$ cat src/rtl/multdiv_unit.sv
// Iterative RV32M multiply/divide unit: 32-step shift-add multiply, restoring divide.
// Define MULDIV_FAST_MUL_EN to compute all multiplies in a single step instead.
module multdiv_unit (
    input  logic        clock,
    input  logic        reset_n,
    input  logic        start,
    input  logic [4:0]  alu_function,
    input  logic [31:0] operand_a,
    input  logic [31:0] operand_b,
    input  logic        flush,
    output logic        busy,
    output logic        done,
    output logic [31:0] result
);

    localparam logic [2:0] F_MUL    = 3'b000;
    localparam logic [2:0] F_MULH   = 3'b001;
    localparam logic [2:0] F_MULHSU = 3'b010;
    localparam logic [2:0] F_MULHU  = 3'b011;
    localparam logic [2:0] F_DIV    = 3'b100;
    localparam logic [2:0] F_DIVU   = 3'b101;
    localparam logic [2:0] F_REM    = 3'b110;
    localparam logic [2:0] F_REMU   = 3'b111;

    typedef enum logic [1:0] {IDLE, CALC, FINISH} state_e;

    state_e      state_q, state_d;
    logic [2:0]  op_q, op_d;
    logic [4:0]  cnt_q, cnt_d;
    logic [63:0] acc_q, acc_d;
    logic [31:0] opa_q, opa_d;
    logic [31:0] opb_q, opb_d;
    logic        neg_res_q, neg_res_d;
    logic        neg_rem_q, neg_rem_d;
    logic        busy_q, busy_d;
    logic        done_q, done_d;
    logic [31:0] result_q, result_d;

    logic [2:0]  func3;
    logic        accept, is_div, a_signed, b_signed, a_neg, b_neg;
    logic        div_zero, div_ovf, special;
    logic [31:0] mag_a, mag_b;
    logic [32:0] mul_sum;
    logic [32:0] rem_shift;
    logic [33:0] trial;
    logic [63:0] mul_next, div_next, prod;
    logic [31:0] quo, rem, final_sel;

    assign func3    = alu_function[2:0];
    assign accept   = start && (alu_function[4:3] == 2'b10) && (state_q == IDLE) && !flush;
    assign is_div   = func3[2];
    assign a_signed = (func3 == F_MULH) || (func3 == F_MULHSU) || (func3 == F_DIV) || (func3 == F_REM);
    assign b_signed = (func3 == F_MULH) || (func3 == F_DIV) || (func3 == F_REM);
    assign a_neg    = a_signed && operand_a[31];
    assign b_neg    = b_signed && operand_b[31];
    assign mag_a    = a_neg ? (32'd0 - operand_a) : operand_a;
    assign mag_b    = b_neg ? (32'd0 - operand_b) : operand_b;
    assign div_zero = is_div && (operand_b == 32'd0);
    assign div_ovf  = is_div && !func3[0] && (operand_a == 32'h8000_0000) && (operand_b == 32'hFFFF_FFFF);
`ifdef MULDIV_FAST_MUL_EN
    assign special  = div_zero || div_ovf || !is_div;
`else
    assign special  = div_zero || div_ovf;
`endif

    // The accumulator holds {partial product} for multiplies and {remainder, quotient} for divides.
    assign mul_sum   = {1'b0, acc_q[63:32]} + (acc_q[0] ? {1'b0, opa_q} : 33'd0);
    assign mul_next  = {mul_sum, acc_q[31:1]};
    assign rem_shift = acc_q[63:31];
    assign trial     = {1'b0, rem_shift} - {2'b00, opb_q};
    assign div_next  = trial[33] ? {acc_q[62:0], 1'b0} : {trial[31:0], acc_q[30:0], 1'b1};

    assign prod = neg_res_q ? (64'd0 - acc_q) : acc_q;
    assign quo  = neg_res_q ? (32'd0 - acc_q[31:0]) : acc_q[31:0];
    assign rem  = neg_rem_q ? (32'd0 - acc_q[63:32]) : acc_q[63:32];

    always_comb begin
        final_sel = prod[63:32];
        case (op_q)
            F_MUL:           final_sel = prod[31:0];
            F_DIV, F_DIVU:   final_sel = quo;
            F_REM, F_REMU:   final_sel = rem;
            default:         final_sel = prod[63:32];
        endcase
    end

    always_ff @(posedge clock or negedge reset_n) begin
        if (!reset_n) begin
            state_q <= IDLE;
        end else begin
            state_q <= state_d;
        end
    end

    always_comb begin
        state_d = state_q;
        case (state_q)
            IDLE:    if (accept) state_d = special ? FINISH : CALC;
            CALC: begin
                if (flush)               state_d = IDLE;
                else if (cnt_q == 5'd0)  state_d = FINISH;
            end
            FINISH:  state_d = IDLE;
            default: state_d = IDLE;
        endcase
    end

    // Special cases preload the accumulator with the final answer and clear the sign fixups.
    always_comb begin
        op_d      = op_q;
        cnt_d     = cnt_q;
        acc_d     = acc_q;
        opa_d     = opa_q;
        opb_d     = opb_q;
        neg_res_d = neg_res_q;
        neg_rem_d = neg_rem_q;
        done_d    = 1'b0;
        result_d  = result_q;
        busy_d    = (state_d != IDLE);
        case (state_q)
            IDLE: begin
                if (accept) begin
                    op_d      = func3;
                    cnt_d     = 5'd31;
                    opa_d     = mag_a;
                    opb_d     = mag_b;
                    neg_res_d = a_neg ^ b_neg;
                    neg_rem_d = a_neg;
                    if (div_zero) begin
                        acc_d     = {operand_a, 32'hFFFF_FFFF};
                        neg_res_d = 1'b0;
                        neg_rem_d = 1'b0;
                    end else if (div_ovf) begin
                        acc_d     = {32'h0000_0000, 32'h8000_0000};
                        neg_res_d = 1'b0;
                        neg_rem_d = 1'b0;
                    end
`ifdef MULDIV_FAST_MUL_EN
                    else if (!is_div) begin
                        acc_d = {32'h0000_0000, mag_a} * {32'h0000_0000, mag_b};
                    end
`endif
                    else begin
                        acc_d = {32'h0000_0000, is_div ? mag_a : mag_b};
                    end
                end
            end
            CALC: begin
                acc_d = op_q[2] ? div_next : mul_next;
                cnt_d = cnt_q - 5'd1;
            end
            FINISH: begin
                if (!flush) begin
                    done_d   = 1'b1;
                    result_d = final_sel;
                end
            end
            default: ;
        endcase
    end

    always_ff @(posedge clock or negedge reset_n) begin
        if (!reset_n) begin
            op_q      <= 3'd0;
            cnt_q     <= 5'd0;
            acc_q     <= 64'd0;
            opa_q     <= 32'd0;
            opb_q     <= 32'd0;
            neg_res_q <= 1'b0;
            neg_rem_q <= 1'b0;
            busy_q    <= 1'b0;
            done_q    <= 1'b0;
            result_q  <= 32'd0;
        end else begin
            op_q      <= op_d;
            cnt_q     <= cnt_d;
            acc_q     <= acc_d;
            opa_q     <= opa_d;
            opb_q     <= opb_d;
            neg_res_q <= neg_res_d;
            neg_rem_q <= neg_rem_d;
            busy_q    <= busy_d;
            done_q    <= done_d;
            result_q  <= result_d;
        end
    end

    assign busy   = busy_q;
    assign done   = done_q;
    assign result = result_q;

endmodule
$ cat config.mk
export PLATFORM = sky130hd
export DESIGN_NAME = multdiv_unit
export DESIGN_NICKNAME = d
export VERILOG_FILES = /design/src/rtl/multdiv_unit.sv
export SDC_FILE = /design/constraint.sdc
export NUM_CORES = 1
export LEC_CHECK = 0
export ABC_AREA = 1
export BUFFER_PORTS_ARGS = -buffer_cell sky130_fd_sc_hd__clkbuf_2
export CORE_UTILIZATION = 30
export CTS_BUF_LIST = sky130_fd_sc_hd__clkbuf_16
export DETAILED_ROUTE_END_ITERATION = 6
export PLACE_DENSITY = 0.53
export SLEW_MARGIN = 20
export SYNTH_ARGS = -nofsm -noshare
export SYNTH_HDL_FRONTEND = slang
export SYNTH_SLANG_ARGS = --single-unit
$ cat constraint.sdc
create_clock -name clock -period 2.4 [get_ports clock]
set_input_delay 0.12 -clock clock [delete_from_list [all_inputs] [get_ports clock]]
set_output_delay 0.12 -clock clock [all_outputs]
set_load 0.01 [all_outputs]
==> results.md <==
Critical path:
- The cell with the biggest individual delay on the critical path is sky130_fd_sc_hd__dfrtp_2.
- Counting both buffers and inverters, the worst setup path holds a total of 4.
- In this run the critical register-to-register path is captured at acc_q[62]$_DFFE_PN0P_.
- The length in cells of the worst reg-to-reg path is 17.
- The depth of the critical timing path with buffers and inverters included is 17.
- The cell class contributing the biggest share of worst-path delay is simple AND/OR/NAND/NOR gates.
- The start of the worst register-to-register path is acc_q[0]$_DFFE_PN0P_.
- The worst setup path is captured at a flip-flop.
- The largest single stage delay on the critical path is 530 ps.
- At the worst endpoint, the arrival time is 2850 ps.
- The register-to-register path setup slack is -80 ps.
- By startpoint and endpoint, the worst setup path is classified as reg2reg.
- The biggest fanout along the worst timing path is 7.
- The worst path required time is about 2800 ps.
- STA classifies the critical path startpoint as a flip-flop.
- The critical path goes through clkbuf_16 > buf_12 > nand2_1 > inv_1 > ha_4 > a21oi_2 > nor2_1 > nor2_1 > nand2_2 > a21oi_2 > nand2_1 > nand2_1 > nand3_2 > nand2_2 > inv_2 > nand2_2 > a21oi_2.

STA:
- The final-report max-slew violation count came to 0.
- Clock skew on the completed layout was measured at 13.78 ps.
- The highest clock rate is 0.4024 GHz.
- The worst path uses 103.5% of the clock period.
- The headroom to the max-slew limit is 37.36%.
- The pin slew with the least headroom to its limit is 939.7 ps.
- The number of endpoints failing setup at the final stage is 28.
- The final count of hold timing violations is 0.
- The clock period minus worst slack is 2485 ps.
- Setup repair after global routing could not meet its margin everywhere.
- Across all setup checks in the final design, the least slack found is -84.82 ps.

Job:
- The max-capacitance violation count is 0.

Die:
- The effective utilization at floorplan is between 30% and 40%.
- The placement row count is 91.
- The count of pins on the block boundary is 107.
- The area of the die is 0.06401 sq mm.
- The die boundary height is around 250 um.
- The die is 253 um wide.
- The core region area is 0.06194 sq mm.

Synth:
- For this run, the leading register cell type out of synthesis is sky130_fd_sc_hd__dfrtp_1.
- The number of nets produced by synthesis is 3399.
- The per-instance average area after synthesis is 5.808 sq um.
- The portion of the post-synthesis area used by sequential elements is approximately 23%.
- The synthesized design contains 0 enable-type register cells.
- The number of library cell types mapped by synthesis is 59.
- The top cell type by area accounts for 23.04% of the synthesized area.
- After synthesis, the cell types taking the most area are sky130_fd_sc_hd__dfrtp_1, sky130_fd_sc_hd__nand2_1, sky130_fd_sc_hd__nor2_1.
- The area of the mapped netlist is between 0.015 and 0.02 sq mm.
- The fraction of synthesis flops using an asynchronous set or reset pin is between 90% and 100%.
- Synthesis produced 3254 cells.
- The register bit total from synthesis is 174.
- The biggest area consumer among synthesized cells is sky130_fd_sc_hd__dfrtp_1.
- The number of synthesis warnings is 0.

Power:
- IR analysis of the VDD net gives a maximum drop of around 0.65 mV.
- In this run the power density over the cells is 937.4 mW/mm^2.
- The leakage power of the design is 0.01255 uW.
- The overall power of the completed layout is approximately 24000 uW.

Placement:
- Summing all placed instances gives a cell area of 0.02273 sq mm.
- The number of buffers inserted by port buffering is 106.
- In this run, placement finished with an instance count of 4439.
- The half-perimeter wire length after placement is 74050 um.
- At the end of routability-driven placement, the weighted congestion stood at slightly above 1.

Final layout:
- The finished cells cover around 0.026 sq mm.
- The area growth from synthesis to layout is 36.05%.
- The multi-input gate area in the final layout is 0.01427 sq mm.
- The number of antenna diodes is 0.
- The fill cell total of the finished layout is 6768.
- The post-layout net count is 3801.
- The fraction of final layout cells sized beyond drive strength 1 is a little over a quarter.
- The count of non-filler cells in the finished layout is 4506.
- The area used by sequential logic in the layout is 0.004369 sq mm.

Route:
- The met2 layer wire length in the routed design is ~40000 um.
- The routed length per placed instance is slightly above 20 um.
- The amount of wire on met3 after detailed routing is around 7200 um.
- The number of remaining DRC errors is 0.
- The detailed router used layers up to and including met4.
- The count of nets left with antenna violations once routing finished came out at 0.
- The first TritonRoute pass finished after 5 iterations.
- The overall via count from detail_route is between 20000 and 25000.
- For this block, wires on met1 add up to a little over 40000 um.
- The total wire length is around 92000 um.
- The count of routing violations after the opening detailed-route iteration is between 2000 and 2500.
- The per-cell via count in the routed design is 5.146.

Clock network:
- The later-pin clock latency in the skew report is a little over 500 ps.
- The clock passes through at most 2 buffers.
- TritonCTS created 17 clock buffers.
- The total number of H-tree levels is 4.
- The clock slew seen by the registers of the worst setup and hold paths is about 80 ps.
- The clock tree from TritonCTS is done.
- The root buffer cell is sky130_fd_sc_hd__clkbuf_16.
- The clock sink total is approximately 170.

Run status:
- The checks that failed: setup timing.
- The flow ran to the end, but the final reports show violations.

GRT:
- The number of antenna violations at the first check in global routing is 1.
- Entering global routing, the biggest net connects 81 pins.
- For this run the aggregate overflow at the end of global routing stands at 0.
- For this run, the total global-route usage over all layers was measured as approximately 28%.
- The first global-routing pass estimated 133600 um of wire.
- The number of global-route vias before repair is between 20000 and 25000.

Hold path:
- The worst hold path begins at operand_a[29].
- Counting instances, the worst hold path has a depth of 3.
- The hold path endpoint is opa_q[29]$_DFFE_PN0P_.
- In this run the worst hold path is classified as in2reg.
timing repair:
item | CTS | global route
buffers inserted | 0 | 25
gates resized for setup | 114 | 411
gates cloned | 0 | 4
pin swaps | 21 | 139
endpoints found under the hold margin | 181 | 0
setup endpoints to repair | 38 | 67
hold buffers | 6 | 0
how the worst max path moves through the flow:
stage / start / end / slack [ps]
2_1_floorplan: acc_q[0]$_DFFE_PN0P_ / acc_q[63]$_DFFE_PN0P_ / 140
3_3_place_gp: acc_q[0]$_DFFE_PN0P_ / acc_q[51]$_DFFE_PN0P_ / -290
3_5_place_dp: acc_q[0]$_DFFE_PN0P_ / acc_q[51]$_DFFE_PN0P_ / -290
4_1_cts: acc_q[0]$_DFFE_PN0P_ / acc_q[51]$_DFFE_PN0P_ / -70
5_1_grt: acc_q[0]$_DFFE_PN0P_ / acc_q[41]$_DFFE_PN0P_ / -200
6_report: acc_q[0]$_DFFE_PN0P_ / acc_q[62]$_DFFE_PN0P_ / -80
routing by layer:
layer,global-route usage [%],up-vias
met2,42.62,998
met1,40.61,10800
met3,3.495,147
met5,0,-
li1,-,11240
met4,11.12,0
area by class of cell:
type                    count  area share, %
clock buffers              17          1.654
clock inverters            15         0.7591
inverters                 450          6.725
multi-input cells        2522          55.49
flip-flops and latches    174          16.99
well taps                 837          4.073
repair buffers            491          14.31
report_power, final:
group          switching [uW]  total (uW)  internal [uW]  leakage [uW]
clock                    1530        3030           1500      0.000300
sequential                838        4400           3560       0.00206
combinational            9970       16700           6710        0.0102
worst register-to-register path: stages (launching register included):
cell,delay [ps]
sky130_fd_sc_hd__dfrtp_2,530
sky130_fd_sc_hd__clkbuf_16,230
sky130_fd_sc_hd__buf_12,140
sky130_fd_sc_hd__nand2_1,60
sky130_fd_sc_hd__inv_1,90
sky130_fd_sc_hd__ha_4,230
sky130_fd_sc_hd__a21oi_2,180
sky130_fd_sc_hd__nor2_1,70
sky130_fd_sc_hd__nor2_1,110
sky130_fd_sc_hd__nand2_2,80
sky130_fd_sc_hd__a21oi_2,150
sky130_fd_sc_hd__nand2_1,70
sky130_fd_sc_hd__nand2_1,70
sky130_fd_sc_hd__nand3_2,90
sky130_fd_sc_hd__nand2_2,110
sky130_fd_sc_hd__inv_2,40
sky130_fd_sc_hd__nand2_2,60
sky130_fd_sc_hd__a21oi_2,50
state kept, by name, indices dropped and copies added, names as in the netlist:
signal,count
done,1
neg_rem_q,1
op_q,3
opa_q,32
neg_res_q,1
cnt_q,5
busy,1
opb_q,32
acc_q,64
state_q,2
result,32
logic make-up (layout without fill, tap and decap cells):
| group | Yosys count | in the layout | share of synthesized area (%) |
|---|---|---|---|
| simple gates | 1849 | 1849 | 41.49 |
| buf+inv | 558 | 973 | 11.60 |
| compound gates | 508 | 508 | 14.72 |
| flops | 174 | 174 | 23.04 |
| xor+xnor | 93 | 93 | 4.310 |
| fa+ha+maj | 72 | 72 | 4.846 |
layout by cell type, fill, tap and decap left out, drive strengths merged:
cell type and instances:
o21bai 9, o21ai 218, xnor2 27, o22ai 9, nand4 53, a22oi 4, nand3 262, clkbuf 126
nor3b 2, fa 2, nor3 59, o311ai 1, ha 70, or2 14, buf 376, bufinv 1
nor4 7, xor2 66, nand2 973, a32o 1, a21o 1, and2 2, a21oi 225, clkinv 9
o31ai 2, o21a 5, dlygate4sd3 6, a311oi 2, a31oi 15, inv 452, and3 2, a31o 1
o211ai 15, dfrtp 174, nor2 455, clkinvlp 3, nand3b 20
Yosys cell counts, types with 2 or more instances:
library cell               count
sky130_fd_sc_hd__o22ai_1       9
sky130_fd_sc_hd__nor3_1       55
sky130_fd_sc_hd__a21oi_4       2
sky130_fd_sc_hd__or2_1         2
sky130_fd_sc_hd__buf_2        13
sky130_fd_sc_hd__and3_1        2
sky130_fd_sc_hd__clkinv_1      2
sky130_fd_sc_hd__o21a_1        5
sky130_fd_sc_hd__o21ai_1       8
sky130_fd_sc_hd__or2_2        12
sky130_fd_sc_hd__o21ai_0     208
sky130_fd_sc_hd__buf_6         7
sky130_fd_sc_hd__nor2_1      439
sky130_fd_sc_hd__clkbuf_1     74
sky130_fd_sc_hd__nor2_4        3
sky130_fd_sc_hd__nand3_2       9
sky130_fd_sc_hd__buf_4         2
sky130_fd_sc_hd__dfrtp_1     174
sky130_fd_sc_hd__o31ai_1       2
sky130_fd_sc_hd__nand3_1     252
sky130_fd_sc_hd__nand3b_1     20
sky130_fd_sc_hd__a311oi_1      2
sky130_fd_sc_hd__xnor2_1      27
sky130_fd_sc_hd__a31oi_1       4
sky130_fd_sc_hd__a22oi_1       4
sky130_fd_sc_hd__ha_1         70
sky130_fd_sc_hd__inv_1       428
sky130_fd_sc_hd__buf_1        11
sky130_fd_sc_hd__nand4_1      53
sky130_fd_sc_hd__nor4_1        5
sky130_fd_sc_hd__o211ai_1     15
sky130_fd_sc_hd__o21bai_1      9
sky130_fd_sc_hd__nand2_1     959
sky130_fd_sc_hd__nor3_4        2
sky130_fd_sc_hd__fa_1          2
sky130_fd_sc_hd__nor3_2        2
sky130_fd_sc_hd__nor3b_1       2
sky130_fd_sc_hd__nor2_2       13
sky130_fd_sc_hd__a31oi_2      11
sky130_fd_sc_hd__a21oi_1     223
sky130_fd_sc_hd__inv_2        17
sky130_fd_sc_hd__nand2_2      12
sky130_fd_sc_hd__o21ai_2       2
sky130_fd_sc_hd__xor2_1       66
stage by stage:
stage	utilization [%]	setup slack (ps)	hold WS [ps]	TNS, ps
floorplan	-	136.3	-175.6	0
global placement	36.70	-288.1	36.96	-2970
detailed placement	36.70	-292.8	42.22	-3028
CTS	38.64	-71.39	1.558	-378.1
global route	41.51	-200.0	34.78	-4679
finish	41.51	-84.82	36.29	-1104
No activity file was read; power rests on OpenSTA's default activity.
